--- config.mk ---
export PLATFORM = sky130hd
export DESIGN_NAME = ysyx_24100012_load_unit_flat
export DESIGN_NICKNAME = d
export VERILOG_FILES = /design/src/rtl/ysyx_24100012_load_unit_if.sv /design/src/rtl/ysyx_24100012_load_unit.sv /design/src/flat_wrapper.sv
export SDC_FILE = /design/constraint.sdc
export NUM_CORES = 1
export LEC_CHECK = 0
export BUFFER_PORTS_ARGS = -buffer_cell sky130_fd_sc_hd__buf_4
export CAP_MARGIN = 20
export CORE_MARGIN = 3
export CORE_UTILIZATION = 54
export CTS_CLUSTER_SIZE = 12
export DETAILED_ROUTE_END_ITERATION = 10
export GPL_TIMING_DRIVEN = 1
export HOLD_SLACK_MARGIN = 0.03
export PLACE_DENSITY = 0.95
export SETUP_SLACK_MARGIN = 0.1
export SLEW_MARGIN = 20
export SYNTH_ARGS = -nofsm -noshare
export SYNTH_HDL_FRONTEND = slang
export SYNTH_SLANG_ARGS = --single-unit
--- constraint.sdc ---
create_clock -name clk -period 6.6 [get_ports clk]
set_input_delay 0.33 -clock clk [delete_from_list [all_inputs] [get_ports clk]]
set_output_delay 0.33 -clock clk [all_outputs]
set_load 0.05 [all_outputs]
--- src/rtl/ysyx_24100012_load_unit_if.sv ---
// ysyx_24100012_load_unit_if: request, dmem and writeback signals of the load unit
interface ysyx_24100012_load_unit_if #(
  parameter int ADDR_WIDTH = 32,
  parameter int DATA_WIDTH = 32
);
  logic                  in_valid;
  logic                  in_ready;
  logic [2:0]            func3;
  logic [ADDR_WIDTH-1:0] addr;
  logic [4:0]            rd;
  logic                  mem_req;
  logic [ADDR_WIDTH-1:0] mem_addr;
  logic                  mem_gnt;
  logic                  mem_rvalid;
  logic [DATA_WIDTH-1:0] mem_rdata;
  logic                  mem_err;
  logic                  out_valid;
  logic                  out_ready;
  logic [DATA_WIDTH-1:0] out_data;
  logic [4:0]            out_rd;
  logic                  out_fault;
  modport slave (
    input  in_valid, func3, addr, rd, mem_gnt, mem_rvalid, mem_rdata, mem_err, out_ready,
    output in_ready, mem_req, mem_addr, out_valid, out_data, out_rd, out_fault
  );
  modport master (
    output in_valid, func3, addr, rd, mem_gnt, mem_rvalid, mem_rdata, mem_err, out_ready,
    input  in_ready, mem_req, mem_addr, out_valid, out_data, out_rd, out_fault
  );
endinterface

--- src/rtl/ysyx_24100012_load_unit.sv ---
// ysyx_24100012_load_unit: multi-cycle load with word-aligned dmem read, extraction and extension
module ysyx_24100012_load_unit #(
  parameter int ADDR_WIDTH = 32,
  parameter int DATA_WIDTH = 32,
  parameter int TIMEOUT    = 255
) (
  input logic clk,
  input logic rst,
  ysyx_24100012_load_unit_if.slave bus_io
);
  typedef enum logic [1:0] {IDLE, REQ, WAIT, RESP} state_e;
  state_e                state_q, state_d;
  logic [2:0]            f3_q, f3_d;
  logic [1:0]            off_q, off_d;
  logic [7:0]            cnt_q, cnt_d;
  logic                  mem_req_q, mem_req_d;
  logic [ADDR_WIDTH-1:0] mem_addr_q, mem_addr_d;
  logic                  out_valid_q, out_valid_d;
  logic [DATA_WIDTH-1:0] out_data_q, out_data_d;
  logic [4:0]            out_rd_q, out_rd_d;
  logic                  out_fault_q, out_fault_d;
  logic                  bad;
  logic [7:0]            byte_s;
  logic [15:0]           half_s;
  logic [DATA_WIDTH-1:0] fmt;
  assign bus_io.in_ready  = (state_q == IDLE) & ~rst;
  assign bus_io.mem_req   = mem_req_q;
  assign bus_io.mem_addr  = mem_addr_q;
  assign bus_io.out_valid = out_valid_q;
  assign bus_io.out_data  = out_data_q;
  assign bus_io.out_rd    = out_rd_q;
  assign bus_io.out_fault = out_fault_q;
  // Request check at accept, and lane extraction/extension of the returned word
  always_comb begin
    bad = (bus_io.func3 == 3'b011) | (bus_io.func3[2:1] == 2'b11)
        | ((bus_io.func3[1:0] == 2'b01) & bus_io.addr[0])
        | ((bus_io.func3 == 3'b010) & (bus_io.addr[1:0] != 2'b00));
    byte_s = bus_io.mem_rdata[{off_q, 3'b000} +: 8];
    half_s = bus_io.mem_rdata[{off_q[1], 4'b0000} +: 16];
    fmt = f3_q == 3'b000 ? {{(DATA_WIDTH-8){byte_s[7]}}, byte_s}
        : f3_q == 3'b001 ? {{(DATA_WIDTH-16){half_s[15]}}, half_s}
        : f3_q == 3'b100 ? {{(DATA_WIDTH-8){1'b0}}, byte_s}
        : f3_q == 3'b101 ? {{(DATA_WIDTH-16){1'b0}}, half_s}
        : bus_io.mem_rdata;
  end
  // Next-state and registered-output logic
  always_comb begin
    state_d     = state_q;
    f3_d        = f3_q;
    off_d       = off_q;
    cnt_d       = cnt_q;
    mem_req_d   = mem_req_q;
    mem_addr_d  = mem_addr_q;
    out_valid_d = out_valid_q;
    out_data_d  = out_data_q;
    out_rd_d    = out_rd_q;
    out_fault_d = out_fault_q;
    case (state_q)
      IDLE: if (bus_io.in_valid) begin
        f3_d        = bus_io.func3;
        off_d       = bus_io.addr[1:0];
        out_rd_d    = bus_io.rd;
        mem_addr_d  = {bus_io.addr[ADDR_WIDTH-1:2], 2'b00};
        out_data_d  = '0;
        out_fault_d = bad;
        out_valid_d = bad;
        mem_req_d   = ~bad;
        state_d     = bad ? RESP : REQ;
      end
      REQ: if (bus_io.mem_gnt) begin
        mem_req_d = 1'b0;
        cnt_d     = '0;
        state_d   = WAIT;
      end
      WAIT: begin
        cnt_d = cnt_q + 8'd1;
        if (bus_io.mem_rvalid) begin
          out_valid_d = 1'b1;
          out_fault_d = bus_io.mem_err;
          out_data_d  = bus_io.mem_err ? '0 : fmt;
          state_d     = RESP;
        end else if (cnt_q == 8'(TIMEOUT)) begin
          out_valid_d = 1'b1;
          out_fault_d = 1'b1;
          out_data_d  = '0;
          state_d     = RESP;
        end
      end
      RESP: if (bus_io.out_ready) begin
        out_valid_d = 1'b0;
        state_d     = IDLE;
      end
      default: state_d = IDLE;
    endcase
  end
  // State and output registers
  always_ff @(posedge clk or posedge rst) begin
    if (rst) begin
      state_q     <= IDLE;
      f3_q        <= '0;
      off_q       <= '0;
      cnt_q       <= '0;
      mem_req_q   <= 1'b0;
      mem_addr_q  <= '0;
      out_valid_q <= 1'b0;
      out_data_q  <= '0;
      out_rd_q    <= '0;
      out_fault_q <= 1'b0;
    end else begin
      state_q     <= state_d;
      f3_q        <= f3_d;
      off_q       <= off_d;
      cnt_q       <= cnt_d;
      mem_req_q   <= mem_req_d;
      mem_addr_q  <= mem_addr_d;
      out_valid_q <= out_valid_d;
      out_data_q  <= out_data_d;
      out_rd_q    <= out_rd_d;
      out_fault_q <= out_fault_d;
    end
  end
endmodule

--- src/flat_wrapper.sv ---
// flat-port wrapper written by rule: the top's interface ports become plain ports
module ysyx_24100012_load_unit_flat 
#(
  parameter int ADDR_WIDTH = 32,
  parameter int DATA_WIDTH = 32,
  parameter int TIMEOUT    = 255
)
  (clk, rst, bus_io_in_valid, bus_io_func3, bus_io_addr, bus_io_rd, bus_io_mem_gnt, bus_io_mem_rvalid, bus_io_mem_rdata, bus_io_mem_err, bus_io_out_ready, bus_io_in_ready, bus_io_mem_req, bus_io_mem_addr, bus_io_out_valid, bus_io_out_data, bus_io_out_rd, bus_io_out_fault);
  ysyx_24100012_load_unit_if #(.ADDR_WIDTH(ADDR_WIDTH), .DATA_WIDTH(DATA_WIDTH)) bus_io_i ();
  input logic clk;
  input logic rst;
  input wire logic [$bits(bus_io_i.in_valid)-1:0] bus_io_in_valid;
  input wire logic [$bits(bus_io_i.func3)-1:0] bus_io_func3;
  input wire logic [$bits(bus_io_i.addr)-1:0] bus_io_addr;
  input wire logic [$bits(bus_io_i.rd)-1:0] bus_io_rd;
  input wire logic [$bits(bus_io_i.mem_gnt)-1:0] bus_io_mem_gnt;
  input wire logic [$bits(bus_io_i.mem_rvalid)-1:0] bus_io_mem_rvalid;
  input wire logic [$bits(bus_io_i.mem_rdata)-1:0] bus_io_mem_rdata;
  input wire logic [$bits(bus_io_i.mem_err)-1:0] bus_io_mem_err;
  input wire logic [$bits(bus_io_i.out_ready)-1:0] bus_io_out_ready;
  output wire logic [$bits(bus_io_i.in_ready)-1:0] bus_io_in_ready;
  output wire logic [$bits(bus_io_i.mem_req)-1:0] bus_io_mem_req;
  output wire logic [$bits(bus_io_i.mem_addr)-1:0] bus_io_mem_addr;
  output wire logic [$bits(bus_io_i.out_valid)-1:0] bus_io_out_valid;
  output wire logic [$bits(bus_io_i.out_data)-1:0] bus_io_out_data;
  output wire logic [$bits(bus_io_i.out_rd)-1:0] bus_io_out_rd;
  output wire logic [$bits(bus_io_i.out_fault)-1:0] bus_io_out_fault;
  assign bus_io_i.in_valid = bus_io_in_valid;
  assign bus_io_i.func3 = bus_io_func3;
  assign bus_io_i.addr = bus_io_addr;
  assign bus_io_i.rd = bus_io_rd;
  assign bus_io_i.mem_gnt = bus_io_mem_gnt;
  assign bus_io_i.mem_rvalid = bus_io_mem_rvalid;
  assign bus_io_i.mem_rdata = bus_io_mem_rdata;
  assign bus_io_i.mem_err = bus_io_mem_err;
  assign bus_io_i.out_ready = bus_io_out_ready;
  assign bus_io_in_ready = bus_io_i.in_ready;
  assign bus_io_mem_req = bus_io_i.mem_req;
  assign bus_io_mem_addr = bus_io_i.mem_addr;
  assign bus_io_out_valid = bus_io_i.out_valid;
  assign bus_io_out_data = bus_io_i.out_data;
  assign bus_io_out_rd = bus_io_i.out_rd;
  assign bus_io_out_fault = bus_io_i.out_fault;
  ysyx_24100012_load_unit #(.ADDR_WIDTH(ADDR_WIDTH), .DATA_WIDTH(DATA_WIDTH), .TIMEOUT(TIMEOUT)) u_core (.clk(clk), .rst(rst), .bus_io(bus_io_i));
endmodule
==> results of run 1 <==
placed cells by master, fill, tap and decap left out, types with 2 or more instances in the layout:
| master | synthesis | layout |
|---|---|---|
| clkinv_2 | 0 | 2 |
| a21oi_1 | 11 | 11 |
| or3_1 | 7 | 7 |
| o31ai_1 | 14 | 14 |
| mux2i_1 | 7 | 7 |
| inv_1 | 17 | 16 |
| o21ai_0 | 31 | 31 |
| clkinv_4 | 0 | 2 |
| nand4_1 | 3 | 3 |
| a32o_1 | 17 | 17 |
| nand2b_1 | 14 | 14 |
| dfrtp_1 | 85 | 84 |
| nand3b_1 | 9 | 9 |
| buf_4 | 3 | 151 |
| nor2_1 | 4 | 4 |
| a22o_1 | 6 | 6 |
| clkbuf_8 | 0 | 10 |
| nand2_1 | 17 | 17 |
| nand3_1 | 5 | 5 |
| ha_1 | 6 | 6 |
| nor2b_1 | 3 | 3 |
| o211ai_1 | 7 | 7 |
| o31ai_2 | 4 | 4 |
| conb_1 | 1 | 2 |
| o21a_1 | 8 | 8 |
| mux2_2 | 43 | 43 |
| o22ai_1 | 9 | 9 |
cells in the mapped netlist, drive strengths merged (2+ instances only):
master,count,area [um^2]
buf,14,100
o31ai,18,155
nor2,4,15.0
nor2b,4,32.5
dfrtp,85,2130
inv,17,63.8
a21oi,11,55.1
o21ai,31,155
clkbuf,17,63.8
ha,6,75.1
nand3b,9,67.6
a22o,6,52.6
o211ai,7,52.6
o22ai,9,56.3
or2,2,12.5
nand3,5,25.0
nand2b,14,87.6
mux2,43,484
o21a,8,60.1
nor3b,2,20.0
or3,7,43.8
nand4,3,18.8
nand2,17,63.8
mux2i,7,70.1
a32o,17,170
stage by stage:
stage	hold slack, ps	instances	worst slack [ps]
after detailed placement	424	595	3220
after global placement	415	595	3440
after global routing	59.1	611	3400
after CTS	43.3	611	3230
final	39.3	611	3580
after floorplan	481	376	4080
sequential cells by signal, indices dropped and copies added, names as in the netlist:
name,count
u_core.bus_io.out_data,32
u_core.bus_io.out_fault,1
u_core.off_q,2
u_core.cnt_q,8
u_core.bus_io.mem_addr,30
u_core.bus_io.out_valid,1
u_core.state_q,2
u_core.f3_q,3
u_core.bus_io.mem_req,1
u_core.bus_io.out_rd,5
worst max-delay path by stage:
stage	cells past startpoint	to
finish	6	u_core.bus_io.out_data[25]$_DFFE_PP0P_
global route	6	u_core.bus_io.out_data[26]$_DFFE_PP0P_
CTS	6	u_core.bus_io.out_data[15]$_DFFE_PP0P_
detailed placement	6	u_core.bus_io.out_fault$_DFFE_PP0P_
global placement	6	u_core.bus_io.out_data[5]$_DFFE_PP0P_
floorplan	1	u_core.bus_io.mem_addr[10]$_DFFE_PP0P_
metal layers:
metal	up-vias	GRT usage
met5	-	0
met2	205	0.410
met4	0	0.0998
met1	1723	0.293
li1	1635	-
met3	25	0.0837
final cells by class:
type                    count  area, um^2  area share
repair buffers            151        1130       0.204
well taps                  99         124      0.0223
flip-flops and latches     85        2130       0.384
clock buffers              11         141      0.0255
multi-input cells         243        1900       0.342
clock inverters             5        60.1      0.0108
inverters                  17        65.1      0.0117
cell families (layout without fill, tap and decap cells):
logic type / Yosys count / count (layout)
muxes: 50 / 50
buffers and inverters: 48 / 184
adders and majority gates: 6 / 6
and+or+nand+nor: 72 / 72
DFF: 85 / 85
AOI/OAI and AO/OA: 113 / 113
other: 1 / 2
report_power, final:
group / leakage [nW] / internal (mW) / switching (mW) / total [mW]
Sequential: 1.08 / 0.739 / 0.200 / 0.939
Combinational: 1.43 / 0.616 / 1.20 / 1.82
Clock: 0.0995 / 0.186 / 0.186 / 0.372
Total: 2.61 / 1.54 / 1.59 / 3.13
==> summary.md, run 1 <==
| Metric | Value |
|---|---|
| Status | `finished, final reports clean` |
| Slack of the worst reg-to-reg path | `3580 ps` |
| Slew Viols, Final | `0` |
| Largest net degree at the start of global routing | `51` |
| Reg2Reg Depth | `6` |
| CORE AREA | `7410 um^2` |
| Mux cell area share after synthesis | `0.131` |
| Final ANT Viol Nets | `0` |
| DR vias | `3588` |
| Clock transition at the registers of the reported paths | `90 ps` |
| Io pins | `152` |
| CTS Root Cell | `clkbuf_8` |
| Final setup fails | `0` |
| Cell mode on critical path | `inv_1` |
| 1st-iter DRT viols | `216` |
| Maximum root-to-sink buffer count | `2` |
| Simple-gate share of the synthesized area | `0.100` |
| Xor/xnor share of the synthesized area | `0` |
| Final GP Congestion | `0.925` |
| Post_cts resized | `0` |
| Endpoints failing hold | `0` |
| CP Capture Type | `register` |
| WL met3 | `1350 um` |
| Hold Crit Class | `in -> async` |
| Final instance area | `5550 um^2` |
| Drt total wl | `11000 um` |
| Setup CP Type | `reg -> reg` |
| Leak | `2.61 nW` |
| Max_slew headroom | `0.266` |
| DP Area | `5330 um^2` |
| First-pass GRT wire length | `17000 um` |
| Worst-Skew Late Latency | `350 ps` |
| Peak Freq | `0.331 GHz` |
| Fillers | `489` |
| CP max-delay cell | `nor2b_1` |
| Fin crit period | `3020 ps` |
| Max incr delay on CP | `940 ps` |
| Synth Area in Compound Gates | `0.193` |
| Crit. Startpoint | `u_core.state_q[0]$_DFFE_PP0P_` |
| Seq cells post-synth | `85` |
| Die area | `8930 um^2` |
| Synth Instances | `375` |
| Initial Utilization | `0.571` |
| Congestion Overflow GR | `0` |
| Top FF cell, synth | `dfrtp_1` |
| Hpwl dp | `8290 um` |
| Hold-fix buffers at CTS | `0` |
| Final core occ | `0.749` |
| DR pass1 iterations | `5` |
| Power density cells | `564 nW/um^2` |
| Met2 WL post-DR | `5190 um` |
| DR DRC count | `0` |
| Layout Area Growth over Synthesis | `31.2%` |
| CTS H-tree lvls | `3` |
| Nets | `592` |
| Tcrit/Tclk final | `0.457` |
| Max VDD drop | `0.429 mV` |
| Total Power | `3.13 mW` |
| CTS tree | `yes` |
| Post-Syn Area per Cell | `11.3 um^2` |
| Clk_skew | `12.1 ps` |
| Diodes inserted | `0` |
| Synth Cell Area | `4230 um^2` |
| Worst Max-Slew Pin Slew | `1100 ps` |
| Synth Area in Adders | `0.0178` |
| Post-synth EDFFs | `0` |
| RSZ-0062 raised after global routing | `false` |
| WL/cell | `17.9 um` |
| Worst R2R Start | `u_core.state_q[0]$_DFFE_PP0P_` |
| I/O Buffers | `149` |
| Sequential-to-total area share from yosys stat | `0.503` |
| Crit path max-delay family | `simple AND/OR/NAND/NOR gates` |
| Worst-path cell chain | `inv_1 > ha_1 > inv_1 > nor3b_2 > nor2b_1 > a32o_1` |
| M1 WL | `4160 um` |
| CP Data Required Time | `6890 ps` |
| Largest family of logic cells by synthesized area | `compound AO/OA/AOI/OAI gates` |
| Buffers & Inverters on Critical Path | `2` |
| Layout cells sized above 1 | `0.432` |
| Die W | `94.5 um` |
| Initial antenna violation count | `0` |
| CTS buffer count | `9` |
| Total global-route track usage | `0.246` |
| Max cap viols | `0` |
| Vias per inst | `5.87` |
| Vias in the first global route | `3616` |
| Reg-to-reg endpoint | `u_core.bus_io.out_data[25]$_DFFE_PP0P_` |
| Syn. warnings | `0` |
| Die H | `94.5 um` |
| Top Metal Used | `met4` |
| CP Launch Type | `register` |
| Sink Count | `85` |
| # rows | `31` |
| CP max FO | `16` |
| Post-CTS Setup Repair Bufs | `0` |
| Arrival @ worst endpoint | `3310 ps` |
| Setup_tns | `0 ps` |
| Distinct cell type count after synthesis | `43` |
| FFs w/ async S/R, synth | `1.00` |
Power figures use the tool's default switching activity.
==> run 2: changes to the inputs <==
--- a/config.mk
+++ b/config.mk
@@ -5,15 +5,16 @@
 export SDC_FILE = /design/constraint.sdc
 export NUM_CORES = 1
 export LEC_CHECK = 0
+export ABC_AREA = 1
 export BUFFER_PORTS_ARGS = -buffer_cell sky130_fd_sc_hd__buf_4
 export CAP_MARGIN = 20
 export CORE_MARGIN = 3
-export CORE_UTILIZATION = 54
+export CORE_UTILIZATION = 46
 export CTS_CLUSTER_SIZE = 12
 export DETAILED_ROUTE_END_ITERATION = 10
 export GPL_TIMING_DRIVEN = 1
 export HOLD_SLACK_MARGIN = 0.03
-export PLACE_DENSITY = 0.95
+export PLACE_DENSITY = 0.86
 export SETUP_SLACK_MARGIN = 0.1
 export SLEW_MARGIN = 20
 export SYNTH_ARGS = -nofsm -noshare
==> constraint.sdc (replaced) <==
create_clock -name clk -period 2.45 [get_ports clk]
set_input_delay 0.1225 -clock clk [delete_from_list [all_inputs] [get_ports clk]]
set_output_delay 0.1225 -clock clk [all_outputs]
set_load 0.05 [all_outputs]
==> run 2 against run 1 <==
  * Cell count rose by 50%
  * Maximum frequency rose by 42%
  * First-iteration DRC count rose by 34%
  * Global-route usage rose by 1.5 points
  * Critical endpoint is now u_core.bus_io.out_data[6]$_DFFE_PP0P_
  * Utilization fell by 7.9 points
==> summary.md, run 2 <==
| Metric | Value |
|---|---|
| Die H | `104 um (+9.9%)` |
| CP Capture Type | `register` |
| Top FF cell, synth | `dfrtp_1` |
| WL/cell | `15.4 um (-14%)` |
| Synth Cell Area | `4400 um^2 (+4.1%)` |
| Setup CP Type | `reg -> reg` |
| Synth Instances | `609 (+62%)` |
| DR pass1 iterations | `5 (unchanged)` |
| Fin worst setup slack | `317 ps (-3260 ps)` |
| FFs w/ async S/R, synth | `1.00 (unchanged)` |
| Final core occ | `0.670 (-0.0788)` |
| Power density cells | `1370 nW/um^2 (+140%)` |
| Io pins | `152 (unchanged)` |
| Slew Viols, Final | `0 (unchanged)` |
| Total global-route track usage | `0.261 (+0.0148)` |
| Die W | `104 um (+9.9%)` |
| Fillers | `744 (+52%)` |
| CP Data Required Time | `2690 ps (-4200 ps)` |
| Layout Area Growth over Synthesis | `41.3%` |
| CTS tree | `yes` |
| Vias in the first global route | `4778 (+32%)` |
| Peak Freq | `0.469 GHz (+42%)` |
| Post-synth EDFFs | `0 (unchanged)` |
| Final setup fails | `0 (unchanged)` |
| CP max FO | `21 (+5)` |
| Dominant cells by area after synthesis | `dfrtp_1, nand2_1, nor2_1` |
| I/O Buffers | `149 (unchanged)` |
| Largest register FFs | `32 (unchanged)` |
| Clk_skew | `11.1 ps (-1.03 ps)` |
| Most common cell after layout, fill and taps aside | `nand2_1` |
| Most frequent cells after synthesis | `nand2_1, dfrtp_1, nor2_1, nand3_1, o21ai_0` |
| Hold Crit Class | `in -> reg` |
| Syn. warnings | `0 (unchanged)` |
| FF+latch area | `2130 um^2 (about the same)` |
| Synth top area share | `0.483 (-0.0199)` |
| Dpl ws | `260 ps (-2960 ps)` |
| Sink Count | `85 (unchanged)` |
| CTS buffer count | `9 (unchanged)` |
| Final GP Congestion | `1.00 (+8.6%)` |
| Hpwl dp | `9490 um (+14%)` |
| DP Area | `5600 um^2 (+5.0%)` |
| Vias per inst | `5.23 (-11%)` |
| # rows | `35 (+13%)` |
| Nets | `871 (+47%)` |
| 1st-iter DRT viols | `289 (+34%)` |
| DR vias | `4804 (+34%)` |
| Arrival @ worst endpoint | `2370 ps (-940 ps)` |
| Area of the multi-input gates | `2030 um^2 (+7.3%)` |
| Layout cells sized above 1 | `0.249 (-0.182)` |
| Max VDD drop | `1.03 mV (+140%)` |
| Diodes inserted | `0 (unchanged)` |
| Max_slew headroom | `0.536 (+0.270)` |
| Die area | `10800 um^2 (+21%)` |
| Setup_tns | `0 ps (unchanged)` |
| CORE AREA | `9280 um^2 (+25%)` |
| Endpoints failing hold | `0 (unchanged)` |
| Clock transition at the registers of the reported paths | `90 ps (about the same)` |
| Most frequent cells in the layout | `nand2_1, buf_4, dfrtp_1` |
| Drt total wl | `14200 um (+29%)` |
| Maximum root-to-sink buffer count | `2 (unchanged)` |
| Worst-Skew Late Latency | `360 ps (about the same)` |
| Post-Syn Area per Cell | `7.23 um^2 (-36%)` |
| Initial Utilization | `0.474 (-0.0966)` |
| Initial antenna violation count | `0 (unchanged)` |
| Sequential-to-total area share from yosys stat | `0.483 (-0.0199)` |
| CTS Root Cell | `clkbuf_8` |
| Worst Max-Slew Pin Slew | `695 ps (-404 ps)` |
| Fin crit period | `2130 ps (-885 ps)` |
| Congestion Overflow GR | `0 (unchanged)` |
| Final instance area | `6220 um^2 (+12%)` |
| Max cap viols | `0 (unchanged)` |
| First-pass GRT wire length | `23200 um (+36%)` |
| Tcrit/Tclk final | `0.871 (+0.413)` |
| Post-CTS Setup Repair Bufs | `0 (unchanged)` |
| Leak | `3.42 nW (+31%)` |
| Seq cells post-synth | `85 (unchanged)` |
| DR DRC count | `0 (unchanged)` |
| Distinct cell type count after synthesis | `32 (-26%)` |
| Most frequent cell after synthesis | `nand2_1` |
| Final ANT Viol Nets | `0 (unchanged)` |
| Largest net degree at the start of global routing | `51 (unchanged)` |
| Status | `finished, final reports clean` |
| CP Launch Type | `register` |
| Post-synth top area cell | `dfrtp_1` |
| CTS H-tree lvls | `3 (unchanged)` |
| RSZ-0062 raised after global routing | `false` |
==> run 2: routing by layer <==
layer | vias up | wire length, um | track usage
met4 | 0 | 522 | 0.105
met5 | - | 0 | 0
met3 | 50 | 1520 | 0.0798
met1 | 2223 | 5420 | 0.318
met2 | 287 | 6710 | 0.433
li1 | 2244 | - | -
==> run 2: path summary, 6_finish.rpt <==
path / start / to / slack [ps] / cells after the start
max: u_core.state_q[0]$_DFFE_PP0P_ / u_core.bus_io.out_data[6]$_DFFE_PP0P_ / 320 / 9
min: bus_io_addr[1] / u_core.off_q[1]$_DFFE_PP0P_ / 60 / 3
max reg2reg: u_core.state_q[0]$_DFFE_PP0P_ / u_core.bus_io.out_data[6]$_DFFE_PP0P_ / 320 / 9
min reg2reg: u_core.bus_io.out_data[28]$_DFFE_PP0P_ / u_core.bus_io.out_data[28]$_DFFE_PP0P_ / 490 / 2
max in group asynchronous: rst / u_core.bus_io.out_data[11]$_DFFE_PP0P_ / 1350 / 4
min in group asynchronous: rst / u_core.bus_io.out_rd[0]$_DFFE_PP0P_ / 420 / 3
==> run 2: what timing repair did <==
item / 4_1_cts / 5_1_grt
gates resized for setup: 0 / 5
hold buffers: 36 / 0
endpoints found under the setup margin: 0 / 63
endpoints found under the hold margin: 70 / 0
==> run 2: area by class of cell <==
type	count	area share
timing repair buffer	189	0.245
clock inverter	6	0.0181
clock buffer	9	0.0199
multi-input combinational	467	0.327
inverter	34	0.0219
sequential	85	0.342
tap	129	0.0259
==> run 2: critical path, stage by stage (launching register included) <==
cell and delay (ps):
dfrtp_1 460, inv_1 100, ha_1 280, nand2_1 200, o21ai_1 150, nand2_4 230, buf_6 240, clkinvlp_4 190
nand3_1 120, nand2_1 60
==> run 2: where the power goes <==
part	internal (mW)	switching [mW]	total (mW)
Clock	0.674	0.519	1.19
Sequential	1.93	0.443	2.37
Combinational	1.43	3.50	4.93
==> run 2: cells by family after synthesis <==
group                    after synthesis  share of synthesized area
adder cells (fa/ha/maj)                6                     0.0170
flip-flops                            85                      0.483
buffers and inverters                 59                     0.0588
AND/OR/NAND/NOR                      400                      0.371
AO/OA/AOI/OAI                         58                     0.0688
other                                  1                   0.000852
==> run 2: per-stage QoR <==
step / std cells / hold WS [ps] / power [mW]
after global routing: 919 / 85.8 / 9.01
after CTS: 918 / 54.5 / 8.37
after global placement: 867 / 213 / 6.97
after floorplan: 610 / 232 / 5.74
final: 919 / 64.1 / 8.50
after detailed placement: 867 / 228 / 7.12
==> run 3: changes to the inputs <==
--- a/config.mk
+++ b/config.mk
@@ -6,15 +6,15 @@
 export NUM_CORES = 1
 export LEC_CHECK = 0
 export ABC_AREA = 1
-export BUFFER_PORTS_ARGS = -buffer_cell sky130_fd_sc_hd__buf_4
 export CAP_MARGIN = 20
 export CORE_MARGIN = 3
-export CORE_UTILIZATION = 46
+export CORE_UTILIZATION = 57
 export CTS_CLUSTER_SIZE = 12
 export DETAILED_ROUTE_END_ITERATION = 10
-export GPL_TIMING_DRIVEN = 1
+export DONT_BUFFER_PORTS = 1
+export GPL_TIMING_DRIVEN = 0
 export HOLD_SLACK_MARGIN = 0.03
-export PLACE_DENSITY = 0.86
+export PLACE_DENSITY = 0.84
 export SETUP_SLACK_MARGIN = 0.1
 export SLEW_MARGIN = 20
 export SYNTH_ARGS = -nofsm -noshare
==> run 3 against run 2 <==
  * Via count shrank 10%
  * Critical path type unchanged
  * Critical path depth shrank 2
  * Maximum frequency grew 0.79%
  * Global-route usage grew 5.0 points
  * Largest cell class unchanged
  * Register-to-register slack gained 20 ps
  * Clock power shrank 15%
  * Wire length shrank 8.6%
==> summary.md, run 3 (synthesis gave the netlist of run 2 again) <==
| Metric | Value |
|---|---|
| Placed cells | `710 (-18%)` |
| Final setup fails | `0 (unchanged)` |
| DP Area | `4560 um^2 (-19%)` |
| Sink Count | `85 (unchanged)` |
| DR pass1 iterations | `5 (unchanged)` |
| Max_slew headroom | `0.410 (-0.126)` |
| # rows | `31 (-11%)` |
| Slack of the worst reg-to-reg path | `330 ps (+20 ps)` |
| Most common cell after layout, fill and taps aside | `nand2_1` |
| Dpl ws | `419 ps (+159 ps)` |
| Status | `finished, final reports clean` |
| CP max FO | `10 (-52%)` |
| Post_cts resized | `0 (unchanged)` |
| Gr busiest metal | `met2` |
| Slew Viols, Final | `0 (unchanged)` |
| CORE AREA | `7370 um^2 (-21%)` |
| Nets | `753 (-14%)` |
| Initial Utilization | `0.597 (+0.123)` |
| Largest net degree at the start of global routing | `59 (+16%)` |
| FF+latch area | `2130 um^2 (unchanged)` |
| Hpwl dp | `8740 um (-7.9%)` |
| Clock transition at the registers of the reported paths | `90 ps (about the same)` |
| Power density cells | `1450 nW/um^2 (+6.1%)` |
| CTS buffer count | `9 (unchanged)` |
| Area of the multi-input gates | `2020 um^2 (-0.68%)` |
| CP Data Required Time | `2750 ps (+60 ps)` |
| Diodes inserted | `0 (unchanged)` |
| I/O Buffers | `0 (-100%)` |
| Drt total wl | `13000 um (-8.6%)` |
| Met2 GRT Util | `0.522 (+0.0889)` |
| Worst R2R Start | `u_core.state_q[0]$_DFFE_PP0P_` |
| Endpoints failing hold | `0 (unchanged)` |
| Leak | `2.77 nW (-19%)` |
| CTS Root Cell | `clkbuf_8` |
| Congestion Overflow GR | `0 (unchanged)` |
| WL/cell | `16.8 um (+8.8%)` |
| Hold Crit Class | `in -> reg` |
| Fillers | `601 (-19%)` |
| Arrival @ worst endpoint | `2410 ps (+40 ps)` |
| Peak Freq | `0.473 GHz (+0.79%)` |
| GR met1 Demand/Resource | `0.371 (+0.0531)` |
| First-pass GRT wire length | `21400 um (-7.6%)` |
| Die W | `93.9 um (-9.6%)` |
| Critical Path End | `u_core.bus_io.mem_addr[19]$_DFFE_PP0P_` |
| Total global-route track usage | `0.312 (+0.0503)` |
| Fin worst setup slack | `334 ps (+16.6 ps)` |
| Io pins | `152 (unchanged)` |
| Maximum root-to-sink buffer count | `2 (unchanged)` |
| Layout cells sized above 1 | `0.0832 (-0.166)` |
| Reg2Reg Depth | `7 (-2)` |
| 1st-iter DRT viols | `269 (-6.9%)` |
| Vias per inst | `5.58 (+6.8%)` |
| Final instance area | `5220 um^2 (-16%)` |
| Most frequent cells in the layout | `nand2_1, dfrtp_1, nor2_1` |
| Final GP Congestion | `1.01 (+0.66%)` |
| Clk_skew | `8.33 ps (-2.74 ps)` |
| Die area | `8820 um^2 (-18%)` |
| CP Launch Type | `register` |
| Die H | `93.9 um (-9.6%)` |
| DR DRC count | `0 (unchanged)` |
| CTS tree | `yes` |
| Largest register FFs | `32 (unchanged)` |
| RSZ-0062 raised after global routing | `false` |
| Layout Cells excl Fill | `772 (-16%)` |
| GR Util met3 | `0.0970 (+0.0172)` |
| Reg-to-reg endpoint | `u_core.bus_io.mem_addr[19]$_DFFE_PP0P_` |
| Setup CP Type | `reg -> reg` |
| Final ANT Viol Nets | `0 (unchanged)` |
| Initial antenna violation count | `0 (unchanged)` |
| Crit. Startpoint | `u_core.state_q[0]$_DFFE_PP0P_` |
| Tcrit/Tclk final | `0.864 (-0.00679)` |
| Max cap viols | `0 (unchanged)` |
| CTS H-tree lvls | `3 (unchanged)` |
| CP Capture Type | `register` |
| Worst-Skew Late Latency | `360 ps (about the same)` |
| Layout Area Growth over Synthesis | `18.6%` |
| DR vias | `4310 (-10%)` |
| Vias in the first global route | `4441 (-7.1%)` |
| Fin crit period | `2120 ps (-16.6 ps)` |
| Worst Max-Slew Pin Slew | `882 ps (+187 ps)` |
| Max VDD drop | `0.943 mV (-8.1%)` |
## run 3: changes by cell type in the layout (fill, tap and decap cells not counted), moves of 2 or more
| cell | delta |
|---|---|
| dlygate4sd3_1 | +10 |
| bufinv_16 | -2 |
| buf_2 | +9 |
| clkbuf_1 | +10 |
| buf_4 | -148 |
## run 3: final cells by class
type | count | share of cell area
flip-flops and latches | 85 | 0.407
multi-input cells | 466 | 0.387
plain buffers | 25 | 0.0252
well taps | 99 | 0.0237
clock inverters | 7 | 0.0144
repair buffers | 47 | 0.0935
clock buffers | 9 | 0.0237
inverters | 34 | 0.0249
## run 3: worst max-delay path, cell delays in order, from the launching register on
cell	delay (ps)
dfrtp_1	450
inv_1	100
ha_1	270
nand2_1	170
clkbuf_1	370
buf_1	420
nand2_1	150
nand2_1	120
## run 3: what timing repair did
item / 4_1_cts / 5_1_grt
endpoints found under the hold margin: 130 / 0
setup buffers: 0 / 0
hold buffers: 46 / 0
## run 3: through the flow
step / util / hold slack, ps / setup TNS [ps] / power, mW
2_1_floorplan: - / 232 / 0 / 5.74
3_3_place_gp: 0.615 / 233 / -47240 / 6.29
3_5_place_dp: 0.619 / 5.18 / 0 / 6.40
4_1_cts: 0.708 / 31.3 / 0 / 7.46
5_1_grt: 0.708 / 74.1 / 0 / 8.08
6_report: 0.708 / 41.8 / 0 / 7.56
## run 3: routing by layer
layer  part of all wire  routed length (um)
met5                  0                   0
met4              0.030                 391
met3               0.12                1550
met2               0.48                6230
met1               0.37                4780
## run 3: worst min path at each step
stage / from / to / slack, ps / depth (start not counted)
final: bus_io_mem_rdata[3] / u_core.bus_io.out_data[3]$_DFFE_PP0P_ / 40 / 4
after global routing: bus_io_mem_rdata[22] / u_core.bus_io.out_data[6]$_DFFE_PP0P_ / 70 / 4
after CTS: bus_io_mem_rdata[3] / u_core.bus_io.out_data[3]$_DFFE_PP0P_ / 30 / 4
after global placement: bus_io_addr[8] / u_core.bus_io.mem_addr[8]$_DFFE_PP0P_ / 230 / 2
after detailed placement: rst / u_core.cnt_q[2]$_DFFE_PP0P_ / 5 / 1
after floorplan: bus_io_addr[10] / u_core.bus_io.mem_addr[10]$_DFFE_PP0P_ / 230 / 2
## run 3: power breakdown
group | internal, mW | switching, mW | total (mW)
combinational | 0.846 | 1.78 | 2.63
clock | 0.474 | 0.532 | 1.01
sequential | 1.90 | 2.03 | 3.93
